### src/rtl/if_stage.sv
// ---------------------------------------------------------------------------
// if_stage -- instruction fetch stage
//
// Issues sequential word fetches to an instruction memory that uses a
// request/grant handshake with in-order, variable-latency responses. Returned
// instructions are queued in a 2-entry {instr,pc} FIFO whose head drives the
// decode interface directly from registers. A redirect from downstream reloads
// the PC, flushes the FIFO and arranges for responses that are still in
// flight to be dropped when they return.
//
// Parameters
//   RESET_PC        first fetch address after reset
//   NOP_INSTR       instruction shown on id_instr_o when nothing is held
// Ports
//   clk_i           clock, rising edge
//   rst_ni          asynchronous active-low reset
//   imem_req_o      fetch request valid
//   imem_addr_o     fetch byte address (word aligned)
//   imem_gnt_i      request accepted when imem_req_o & imem_gnt_i
//   imem_rvalid_i   response valid, one per grant, in order
//   imem_rdata_i    instruction word of the response
//   redirect_i      taken branch/jump, flushes fetch
//   redirect_pc_i   new fetch address (bits [1:0] ignored)
//   id_valid_o      instruction available to decode
//   id_instr_o      instruction word (NOP_INSTR when not valid)
//   id_pc_o         address of id_instr_o (0 when not valid)
//   id_ready_i      decode accepts; transfer when id_valid_o & id_ready_i
// ---------------------------------------------------------------------------
module if_stage #(
  parameter logic [31:0] RESET_PC  = 32'h0000_0000,
  parameter logic [31:0] NOP_INSTR = 32'h0000_0013
) (
  input  logic        clk_i,
  input  logic        rst_ni,
  output logic        imem_req_o,
  output logic [31:0] imem_addr_o,
  input  logic        imem_gnt_i,
  input  logic        imem_rvalid_i,
  input  logic [31:0] imem_rdata_i,
  input  logic        redirect_i,
  input  logic [31:0] redirect_pc_i,
  output logic        id_valid_o,
  output logic [31:0] id_instr_o,
  output logic [31:0] id_pc_o,
  input  logic        id_ready_i
);

  typedef struct packed {
    logic [31:0] instr;
    logic [31:0] pc;
  } fetch_entry_t;

  logic [31:0]  pc_q, pc_d;
  logic [1:0]   outstanding_q, outstanding_d;
  logic [1:0]   drop_q, drop_d;
  logic [1:0]   count_q, count_d;
  fetch_entry_t head_q, tail_q;

  logic         grant;
  logic         pop;
  logic         push;
  logic [2:0]   occupancy;
  logic [1:0]   keep_cnt;
  fetch_entry_t resp_entry;

  // The two low bits of the redirect target are forced to zero, never used.
  logic         unused_redirect_lsbs;
  assign unused_redirect_lsbs = ^redirect_pc_i[1:0];

  assign pop = (count_q != 2'd0) & id_ready_i;

  // Slots already committed: requests in flight plus instructions held,
  // minus the one leaving this cycle. Dropped responses still count since
  // they occupy the memory pipeline until they return.
  assign occupancy  = {1'b0, outstanding_q} + {1'b0, count_q} - {2'b00, pop};
  assign imem_req_o = rst_ni & ~redirect_i & (occupancy < 3'd2);
  assign grant      = imem_req_o & imem_gnt_i;

  assign push = imem_rvalid_i & (drop_q == 2'd0) & ~redirect_i;

  // In-flight requests that will be kept are the most recent grants, issued
  // back to back from the current PC, so the returning word's address is
  // PC minus four per kept request.
  assign keep_cnt         = outstanding_q - drop_q;
  assign resp_entry.instr = imem_rdata_i;
  assign resp_entry.pc    = pc_q - {28'd0, keep_cnt, 2'b00};

  // NOTE: every always_comb output gets a default first so no path leaves it
  // unassigned, which would infer a latch.
  always_comb begin
    pc_d          = pc_q;
    outstanding_d = outstanding_q;
    drop_d        = drop_q;
    count_d       = count_q;

    if (grant && !imem_rvalid_i) begin
      outstanding_d = outstanding_q + 2'd1;
    end else if (!grant && imem_rvalid_i) begin
      outstanding_d = outstanding_q - 2'd1;
    end

    if (redirect_i) begin
      pc_d    = {redirect_pc_i[31:2], 2'b00};
      count_d = 2'd0;
      // Everything still in flight after this cycle belongs to the old path.
      drop_d  = outstanding_q - {1'b0, imem_rvalid_i};
    end else begin
      if (grant) begin
        pc_d = pc_q + 32'd4;
      end
      if (imem_rvalid_i && drop_q != 2'd0) begin
        drop_d = drop_q - 2'd1;
      end
      count_d = count_q + {1'b0, push} - {1'b0, pop};
    end
  end

  // NOTE: sequential state uses non-blocking assignments so every register
  // samples pre-edge values regardless of statement order.
  always_ff @(posedge clk_i or negedge rst_ni) begin
    if (!rst_ni) begin
      pc_q          <= RESET_PC;
      outstanding_q <= 2'd0;
      drop_q        <= 2'd0;
      count_q       <= 2'd0;
    end else begin
      pc_q          <= pc_d;
      outstanding_q <= outstanding_d;
      drop_q        <= drop_d;
      count_q       <= count_d;
    end
  end

  // NOTE: FIFO payload registers have no reset; count_q alone says which
  // entries are meaningful and the outputs are masked while it is zero.
  always_ff @(posedge clk_i) begin
    if (push) begin
      if (pop) begin
        if (count_q == 2'd2) begin
          head_q <= tail_q;
          tail_q <= resp_entry;
        end else begin
          head_q <= resp_entry;
        end
      end else if (count_q == 2'd0) begin
        head_q <= resp_entry;
      end else begin
        tail_q <= resp_entry;
      end
    end else if (pop) begin
      head_q <= tail_q;
    end
  end

  assign imem_addr_o = pc_q;
  assign id_valid_o  = (count_q != 2'd0);
  assign id_instr_o  = id_valid_o ? head_q.instr : NOP_INSTR;
  assign id_pc_o     = id_valid_o ? head_q.pc : 32'h0;

endmodule

### config.mk
export PLATFORM = sky130hd
export DESIGN_NAME = if_stage
export DESIGN_NICKNAME = d
export VERILOG_FILES = /design/src/rtl/if_stage.sv
export SDC_FILE = /design/constraint.sdc
export NUM_CORES = 1
export LEC_CHECK = 0
export BUFFER_PORTS_ARGS = -buffer_cell sky130_fd_sc_hd__buf_2
export CORE_ASPECT_RATIO = 1.5
export CORE_MARGIN = 2
export CORE_UTILIZATION = 40
export DETAILED_ROUTE_END_ITERATION = 8
export MAX_ROUTING_LAYER = met4
export PLACE_DENSITY_LB_ADDON = 0.08
export REMOVE_ABC_BUFFERS = 1
export SYNTH_ARGS = -nofsm -noshare
export SYNTH_HDL_FRONTEND = slang
export SYNTH_SLANG_ARGS = --single-unit
### constraint.sdc
create_clock -name clk_i -period 5.8 [get_ports clk_i]
set_clock_uncertainty 0.1 [all_clocks]
set_input_delay 1.16 -clock clk_i [delete_from_list [all_inputs] [get_ports clk_i]]
set_output_delay 1.16 -clock clk_i [all_outputs]
set_load 0.02 [all_outputs]
## After elaboration in Yosys (flattened, before gate mapping)

Index checks and enable logic that the tools add are counted.

| word-level totals | value |
|---|---|
| register bits after elaboration | 166 |
| logic and storage cells | 63 |

| cells by class | value |
|---|---|
| add/sub/neg operators | 11 |
| magnitude comparators | 1 |
| equal/unequal tests | 3 |
| multiplexer cells | 17 |
| bitwise logic cells | 7 |
| reductions and logical operators | 16 |

Operator list:

| kind | count |
|---|---|
| 2-to-1 mux 64 bit | 8 |
| 2-to-1 mux 32 bit | 4 |
| adder 32 x 3 -> 32 bit, second input constant | 1 |
| subtractor 32 x 4 -> 32 bit | 1 |
| nonzero test 2 bit | 7 |
| 2-to-1 mux 2 bit | 5 |
| bitwise AND 1 bit | 6 |
| zero test 2 bit | 2 |
| subtractor 2 x 1 -> 2 bit | 2 |
| subtractor 2 x 1 -> 2 bit, second input constant | 2 |
| adder 2 x 2 -> 3 bit | 1 |
| logical AND 1 bit | 3 |
| less-than comparator 3 x 2 -> 1 bit, second input constant | 1 |
| AND reduction 3 bit | 1 |
| subtractor 3 x 1 -> 3 bit | 1 |
| adder 2 x 1 -> 2 bit | 1 |
| adder 2 x 1 -> 2 bit, second input constant | 1 |
| == test 2 bit, second input constant | 1 |
| zero test 1 bit | 2 |
| inequality test 2 x 1 -> 1 bit, second input constant | 1 |
| inequality test 2 bit, second input constant | 1 |
| AND reduction 2 bit | 1 |
| subtractor 2 bit | 1 |
| NOT 1 bit | 1 |

## Depth between registers and ports, before layout

Gate-level depths: netlist (run 1).

| logic depth | value |
|---|---|
| depth in word-level cells | 10 |
| mapped depth | 14 |

## Worst setup path after synthesis (run 1)

No wires, ideal clock.

| timing | value |
|---|---|
| path kind | input to register |
| start | input port redirect_i |
| end | register tail_q[10] (netlist bit) (enable) |
| library setup time | 575 ps |
| arrival | 6177 ps |
| required time | 5125 ps |
| slack | -1052 ps |
| stages | 3 |
| buffers on the path | 1 |
| cells stage by stage | clkbuf_1 nand3b_1 a211oi_1 |

| between the ends | value |
|---|---|
| longest elaborated chain between the ends | 3 |

RTL lines:

| what | RTL line | RTL |
|---|---|---|
| from (decl) | 40 | `input logic redirect_i,` |
| NOT 1 bit | 79 | `assign push = imem_rvalid_i & (drop_q == 2'd0) & ~redirect_i;` |
| bitwise AND 1 bit | 79 |  |
| AND reduction 3 bit (no line) | n/a |  |
| to (signal assigned) | 141 | `tail_q <= resp_entry;` |
| to (signal assigned) | 148 | `tail_q <= resp_entry;` |
| to (decl) | 57 | `fetch_entry_t head_q, tail_q;` |

No other way between the ends.
A chain may end at the register's enable or synchronous reset.

## Worst setup path in the final report (run 1)

| timing | value |
|---|---|
| start | input port id_ready_i |
| end | output port imem_req_o |

| between the ends | value |
|---|---|
| longest elaborated chain between the ends | 4 |

RTL lines:

| what | RTL line | RTL |
|---|---|---|
| from (decl) | 45 | `input logic id_ready_i` |
| bitwise AND 1 bit | 70 | `assign pop = (count_q != 2'd0) & id_ready_i;` |
| subtractor 3 x 1 -> 3 bit | 75 | `assign occupancy = {1'b0, outstanding_q} + {1'b0, count_q} - {2'b00, pop};` |
| less-than comparator 3 x 2 -> 1 bit | 76 | `assign imem_req_o = rst_ni & ~redirect_i & (occupancy < 3'd2);` |
| bitwise AND 1 bit | 76 |  |
| to (decl) | 35 | `output logic imem_req_o,` |

No other way between the ends.

==> run summary, run 1 <==
Status: finished, final reports clean
Int Power: 2670 uW
Final Util: 49.1%
Comb pwr share: 27.7%
Fmax: 219 MHz
Final Max Tran Viols: 0
CTS max path bufs: 2
Clk_lat worst skew: 0.43 ns
Min Tclk post-route: 4.57 ns
Hold depth: 2
Met3 Usage GRT: 3.48%
Slew @ Worst Pin: 1.19 ns
Type of the most critical hold path: flop to flop
Mapped Cells: 712
Critical Path Start Type: primary input
Dpl ws: 1.28 ns
Antenna fix cells: 0
Rel. slew slack: 20.8%
Fin nets: 933
GRT Resource Usage Total: 18.1%
Switching portion of total power: 32.2%
Die width: 119 um
Hold Path Origin: tail_q[39]
Drc violations: 0
Crit path max fanout: 6
Count leader, synth: nand2_1
Flop2flop setup slack: 2.13 ns
Setup bufs post-CTS: 0
Cell Rows: 63
IR drop worst, VDD: 0.000188 V
Power Density: 408 mW/mm2
Filler cells: 1851
Setup Viol. Count Final: 0
# port buffers: 161
R2R depth: 9
Routed WL: 18100 um
Die area: 0.0211 mm2
Root buffer cell: clkbuf_16
DP HPWL: 12200 um
Pin count of the biggest net entering global routing: 65
Die Y: 177 um
CORE AREA: 0.0197 mm2
Most Crowded Layer GR: met2
Sequential area share after synthesis: 58.0%
#FFs+latches synth: 160
R2r startpoint: count_q[1]
Worst Setup SP: id_ready_i
Initial antenna violation count: 0
Reg2Reg Capture Point: imem_addr_o[23]
Critical path arrival: 3.31 ns
Vias in the first global route: 5614
RSZ-0062 raised after global routing: false
Syn-to-layout area delta: 21.3%
Gpl congestion: 0.812
Worst Hold End: head_q[39]
H-tree Lvls: 4
Max-cap violations: 0
CTS Sinks: 160
I/O Pins: 168
Hold_buf cts: 0
Area share of the largest cell type after synthesis: 46.7%
Total grt overflow: 0
Synth top area cells: edfxtp_1 47%, dfrtp_1 11%, nand2_1 7.0%
Critical Path RT: 4.54 ns
Async set-reset flop share out of synthesis: 22.5%
Nature of the critical path endpoint: output pin
Period Utilization, post-route: 78.7%
Post-Syn Area: 0.00798 mm2
P_sw: 1270 uW
Top cells by instance count after synthesis: 148 x nand2_1, 124 x edfxtp_1, 62 x nor2b_1
Count of different cell masters after synthesis: 55
Drt pass-1 iters: 4
Via density per instance: 4.96
CTS tree: yes
Post-Syn Area per Cell: 11.2 um2
Layout cells sized above 1: 28.5%
Ys flop type: edfxtp_1
Initial core utilization: 40.5%
Non-filler cells, final: 1123
Reg power frac: 39.1%
Post-route ant nets: 0
Clock share of power: 33.1%
Initial DRC count: 427
Yosys Warn Count: 0
CP Class: primary input to output pin
Met1 usage in global routing: 21.2%
First-pass GRT wire length: 29000 um
Placed Cells: 1091
Met2 usage: 30.9%
Worst setup margin: 1.23 ns
Num CTS Buffers: 17
Synth area leader: edfxtp_1
LEAKAGE: 0.00398 uW
Routed len/inst: 16.1 um
Fin. Hold Viols: 0
DR vias: 5572
Reg clk slew, reported paths: 0.06 ns
Post-CTS sizing: 0
Post-synth EDFFs: 124
## power by group through the flow
stage | combinational [uW] | clock [uW] | sequential (uW)
6_report | 1090 | 1310 | 1540
5_1_grt | 1220 | 1390 | 1560
4_1_cts | 1120 | 1340 | 1540
3_5_place_dp | 1120 | 0 | 1570
3_3_place_gp | 1090 | 0 | 1560
2_1_floorplan | 719 | 0 | 1580
## critical path, stage by stage
cell and delay (ns):
buf_2 0.16, nor2b_1 0.28, ha_1 0.28, nand2b_1 0.15, fa_1 0.37, xnor2_1 0.59
nor4bb_1 0.11, buf_2 0.19
## area by class of cell
class                      count  area [um2]  area share [%]
clock buffer                  18         429            4.44
clock inverter                14         263            2.72
inverter                      21        78.8           0.815
multi-input combinational    482        3100            32.0
sequential                   160        4620            47.8
tap                          260         325            3.36
timing repair buffer         168         858            8.87
## registers in the layout (all words and copies together), names as in the netlist
| name | flops |
|---|---|
| outstanding_q | 2 |
| count_q | 2 |
| head_q | 62 |
| imem_addr_o | 30 |
| drop_q | 2 |
| tail_q | 62 |
## worst max-delay path by stage
stage	end	slack, ns
detailed placement	imem_req_o	1.28
global placement	imem_req_o	1.31
floorplan	tail_q[10]	-0.86
finish	imem_req_o	1.23
global route	imem_req_o	1.10
CTS	imem_req_o	1.26
## kinds of logic (layout without fill, tap and decap cells)
logic type | Yosys count | in the layout | synth area share (%)
AOI/OAI and AO/OA | 46 | 46 | 3.48
other | 1 | 4 | 0.0470
muxes | 28 | 28 | 3.91
DFF | 160 | 160 | 58.0
xor gates and xnor gates | 57 | 57 | 6.54
adders and majority gates | 13 | 13 | 2.23
buffers and inverters | 73 | 221 | 3.92
and+or+nand+nor | 334 | 334 | 21.9
## metal layers
layer | part of all wire (%) | wire length, um
met5 | 0 | 0
met4 | 2.1 | 380
met3 | 4.3 | 775
met2 | 51 | 9300
met1 | 42 | 7610
## per-stage QoR
stage / cell area [um2] / setup TNS (ns) / total power, uW / hold WS (ns)
2_1_floorplan: 7750 / -100.80 / 2300 / 0.391
3_3_place_gp: 8980 / 0 / 2650 / 0.397
3_5_place_dp: 8980 / 0 / 2680 / 0.401
4_1_cts: 9680 / 0 / 4000 / 0.417
5_1_grt: 9680 / 0 / 4170 / 0.438
6_report: 9680 / 0 / 3940 / 0.416
## layout by cell type, fill, tap and decap left out, drive strengths merged, types with 3 or more instances in the layout
cell,count
buf,168
nand2,148
edfxtp,124
nor2b,62
xor2,38
dfrtp,36
nor2,28
o21ai,26
mux2,25
inv,21
xnor2,19
nand3,19
clkbuf,18
nor4,17
nand4,15
ha,11
nor3,10
nand2b,7
bufinv,7
a21oi,6
and3,6
or2,5
or3,5
conb,4
clkinv,4
mux2i,3
a221o,3
clkinvlp,3
Power figures use the tool's default switching activity.
==> run 2: changes to the inputs <==
==> constraint.sdc (replaced) <==
create_clock -name clk_i -period 3.9 [get_ports clk_i]
set_clock_uncertainty 0.1 [all_clocks]
set_input_delay 0.78 -clock clk_i [delete_from_list [all_inputs] [get_ports clk_i]]
set_output_delay 0.78 -clock clk_i [all_outputs]
set_load 0.02 [all_outputs]
==> run summary, run 2 (synthesized netlist as in run 1, its figures left out) <==
GRT Resource Usage Total: 18.1%
Root buffer cell: clkbuf_16
RSZ-0062 raised after global routing: false
Worst Setup SP: id_ready_i
H-tree Lvls: 4
DR vias: 5609
Total grt overflow: 0
Cell Rows: 63
CTS Sinks: 160
Power Density: 574 mW/mm2
Post-route ant nets: 0
Setup Viol. Count Final: 0
Slew @ Worst Pin: 0.908 ns
Reg2Reg Capture Point: head_q[24]
Drt pass-1 iters: 5
Setup bufs post-CTS: 0
Commonest non-fill, non-tap cell in the layout: buf_2
Min Tclk post-route: 3.54 ns
Setup TNS: 0 ns
Fmax: 283 MHz
Hold_buf cts: 0
Crit-path slowest cell: fa_1
CTS max path bufs: 2
Syn-to-layout area delta: 20.6%
Overall power: 5520 uW
Layout cells sized above 1: 28.7%
# port buffers: 161
DP HPWL: 12600 um
Reg clk slew, reported paths: 0.06 ns
Flop2flop setup slack: 0.56 ns
LEAKAGE: 0.00398 uW
Nature of the critical path endpoint: output pin
CTS tree: yes
Initial DRC count: 505
I/O Pins: 168
Die width: 119 um
Filler cells: 1821
Die Y: 177 um
Clk_lat worst skew: 0.42 ns
Routed WL: 18100 um
Critical path arrival: 2.66 ns
Initial antenna violation count: 1
First-pass GRT wire length: 29200 um
R2R depth: 11
CORE AREA: 0.0197 mm2
Pin count of the biggest net entering global routing: 65
Drc violations: 0
Final Max Tran Viols: 0
Fin. Hold Viols: 0
CP most frequent cell: buf_2
R2r startpoint: outstanding_q[0]
Via density per instance: 4.94
Period Utilization, post-route: 90.7%
Status: finished, final reports clean
Die area: 0.0211 mm2
CP Class: primary input to output pin
Critical Path RT: 3.02 ns
Worst path cell trace: buf_2 > nor2b_1 > ha_1 > nand2b_1 > fa_1 > xnor2_1 > nor4bb_1 > buf_2
Routed len/inst: 15.9 um
Critical Path Start Type: primary input
Fin nets: 946
Post-CTS sizing: 0
Num CTS Buffers: 17
Commonest non-fill, non-tap cells in the layout: 161 x buf_2, 148 x nand2_1, 124 x edfxtp_1, 62 x nor2b_1, 36 x dfrtp_1
Vias in the first global route: 5752
Type of the most critical hold path: primary input to async pin
End of the critical path: imem_req_o
Critical path's largest stage delay: 0.38 ns
Crit path max fanout: 4
Max-cap violations: 0
IR drop worst, VDD: 0.000327 V
Initial core utilization: 40.5%
Rel. slew slack: 38.9%
Antenna fix cells: 0
Gpl congestion: 0.815
==> run 2: cell types whose count changed in the layout (fill, tap and decap cells not counted), sizes merged <==
cell	delta
clkinv	+2
bufinv	-5
clkbuf	+4
buf	+13
clkinvlp	-2
==> run 2: layer usage <==
metal	vias to the layer above	global-route usage (%)	share of wire, %
met4	0	5.10	1.5
met3	20	3.74	4.4
met1	2696	21.3	42
met2	151	31.5	52
met5	-	-	0
li1	2742	-	-
==> run 2: critical path, delay by kind of cell <==
family        cells  cell delay (ns)
fa+ha+maj         2             0.66
buf+inv           2             0.37
simple gates      3             0.68
xor+xnor          1             0.16
==> run 2: layout make-up <==
| cell class | count | area, um2 | share of cell area (%) |
|---|---|---|---|
| inverters | 21 | 78.8 | 0.820 |
| clock buffers | 22 | 444 | 4.62 |
| clock inverters | 9 | 92.6 | 0.963 |
| multi-input cells | 482 | 3100 | 32.2 |
| well taps | 260 | 325 | 3.38 |
| flip-flops and latches | 160 | 4620 | 48.1 |
| repair buffers | 181 | 956 | 9.94 |
==> run 2: worst min-delay path by stage <==
stage	depth (start not counted)	slack, ns	end
finish	1	0.12	outstanding_q[1]
global route	1	0.11	outstanding_q[1]
CTS	1	0.1	outstanding_q[1]
detailed placement	2	0.40	head_q[63]
global placement	2	0.40	head_q[37]
floorplan	0	0.38	count_q[0]
==> run 2: where the power goes <==
group | total (uW) | switching, uW | internal [uW]
clock network | 1560 | 635 | 927
registers | 2290 | 155 | 2140
logic | 1670 | 1060 | 604
total | 5520 | 1850 | 3670
==> run 2: stage by stage <==
step	hold WS [ns]	setup slack (ns)	utilization, %	instance area [um2]	instances
after floorplan	0.384	-2.67	-	7750	663
after global placement	0.398	0.277	46.1	9080	1104
after detailed placement	0.397	0.173	46.1	9080	1104
after CTS	0.0997	0.345	48.8	9620	1135
after global routing	0.111	0.189	48.8	9620	1135
final	0.116	0.364	48.8	9620	1135
==> run 3: changes to the inputs <==
--- a/config.mk
+++ b/config.mk
@@ -7,12 +7,11 @@
 export LEC_CHECK = 0
 export BUFFER_PORTS_ARGS = -buffer_cell sky130_fd_sc_hd__buf_2
 export CORE_ASPECT_RATIO = 1.5
-export CORE_MARGIN = 2
+export CORE_MARGIN = 5
 export CORE_UTILIZATION = 40
 export DETAILED_ROUTE_END_ITERATION = 8
 export MAX_ROUTING_LAYER = met4
 export PLACE_DENSITY_LB_ADDON = 0.08
-export REMOVE_ABC_BUFFERS = 1
 export SYNTH_ARGS = -nofsm -noshare
 export SYNTH_HDL_FRONTEND = slang
 export SYNTH_SLANG_ARGS = --single-unit
==> run summary, run 3 (synthesized netlist as in run 1, its figures left out) <==
Worst path cell trace: buf_2 > nor2b_1 > ha_1 > nand2b_1 > fa_1 > xnor2_1 > nor4bb_1 > buf_2
Num CTS Buffers: 17
Layout cells sized above 1: 29.4%
Drc violations: 0
Setup TNS: 0 ns
Commonest non-fill, non-tap cell in the layout: buf_2
Fin nets: 944
Dpl ws: 0.164 ns
Period Utilization, post-route: 91.1%
GRT Resource Usage Total: 16.4%
Vias in the first global route: 5763
Root buffer cell: clkbuf_16
DR vias: 5656
Die Y: 183 um
Die area: 0.0229 mm2
Setup bufs post-CTS: 0
Critical path arrival: 2.67 ns
RSZ-0062 raised after global routing: false
Commonest non-fill, non-tap cells in the layout: 161 x buf_2, 148 x nand2_1, 124 x edfxtp_1, 62 x nor2b_1, 36 x dfrtp_1
CP most frequent cell: buf_2
Antenna fix cells: 0
Flop2flop setup slack: 0.61 ns
Cell Rows: 63
Max-cap violations: 0
DP HPWL: 13100 um
CORE AREA: 0.0197 mm2
Status: finished, final reports clean
Crit path max fanout: 4
Pin count of the biggest net entering global routing: 65
LEAKAGE: 0.00398 uW
Post-CTS sizing: 0
Total grt overflow: 0
Slew @ Worst Pin: 0.981 ns
Hold_buf cts: 0
Post-route ant nets: 0
Type of the most critical hold path: primary input to async pin
Routed WL: 18400 um
Power Density: 580 mW/mm2
CTS tree: yes
First-pass GRT wire length: 29600 um
I/O Pins: 168
Die width: 125 um
Syn-to-layout area delta: 21.0%
CTS max path bufs: 2
Via density per instance: 4.99
Min Tclk post-route: 3.55 ns
Clk_lat worst skew: 0.42 ns
Rel. slew slack: 34.0%
Initial DRC count: 292
Nature of the critical path endpoint: output pin
Fin. Hold Viols: 0
Critical Path RT: 3.02 ns
Setup Viol. Count Final: 0
Critical path's largest stage delay: 0.39 ns
Final Max Tran Viols: 0
IR drop worst, VDD: 0.000220 V
Initial antenna violation count: 1
# port buffers: 161
Routed len/inst: 16.2 um
Worst setup margin: 0.348 ns
H-tree Lvls: 4
Hold Slack: 0.112 ns
Final Util: 49.0%
Crit-path slowest cell: fa_1
CTS Sinks: 160
Critical Path Start Type: primary input
CP Class: primary input to output pin
Gpl congestion: 0.818
Drt pass-1 iters: 5
Initial core utilization: 40.5%
Reg clk slew, reported paths: 0.07 ns
Fmax: 282 MHz
-- run 3: changes by cell type in the layout (fill, tap and decap cells not counted) --
cell / previous run / this run
clkinvlp_4: 1 / 4
clkinv_4: 0 / 3
buf_4: 20 / 18
clkinv_2: 2 / 0
clkinv_1: 4 / 2
clkbuf_1: 5 / 0
inv_6: 0 / 4
-- run 3: worst paths after layout --
check                                      start               end  cells past startpoint
worst min-delay path                      rst_ni  outstanding_q[1]                      1
min in group clk_i                    tail_q[57]        head_q[57]                      2
worst min register to register        tail_q[57]        head_q[57]                      2
worst max-delay path                  id_ready_i        imem_req_o                      8
worst max register to register  outstanding_q[0]        head_q[24]                     11
max in group asynchronous                 rst_ni   imem_addr_o[20]                      2
-- run 3: layout make-up --
| class | count | area (um2) |
|---|---|---|
| inverters | 21 | 78.8 |
| flip-flops and latches | 160 | 4620 |
| clock inverters | 15 | 159 |
| repair buffers | 179 | 941 |
| fillers | 1826 | 10100 |
| clock buffers | 17 | 425 |
| multi-input cells | 482 | 3100 |
| well taps | 260 | 325 |
-- run 3: stage by stage --
step,std cells,instance area [um2],total power (uW)
after floorplan,715,8000,3440
after global placement,1102,9070,3970
after detailed placement,1102,9070,4020
after CTS,1134,9650,5690
after global routing,1134,9650,5930
final,1134,9650,5590
-- run 3: power by group --
part | total, uW | internal [uW] | switching [uW]
combinational | 1650 | 597 | 1060
clock | 1650 | 949 | 697
sequential | 2290 | 2140 | 154
total | 5590 | 3680 | 1910
-- run 3: critical path: cells and delay by family --
family        cells  cell delay (ns)
simple gates      3             0.67
buf+inv           2             0.36
xor+xnor          1             0.19
fa+ha+maj         2             0.66
-- run 3: metal layers --
metal  vias to the layer above  part of all wire [%]  global-route usage (%)
met2                       189                    51                    28.3
met5                         -                     0                       -
li1                       2745                     -                       -
met1                      2700                    42                    19.3
met3                        22                   5.1                    3.29
met4                         0                   1.5                    5.43
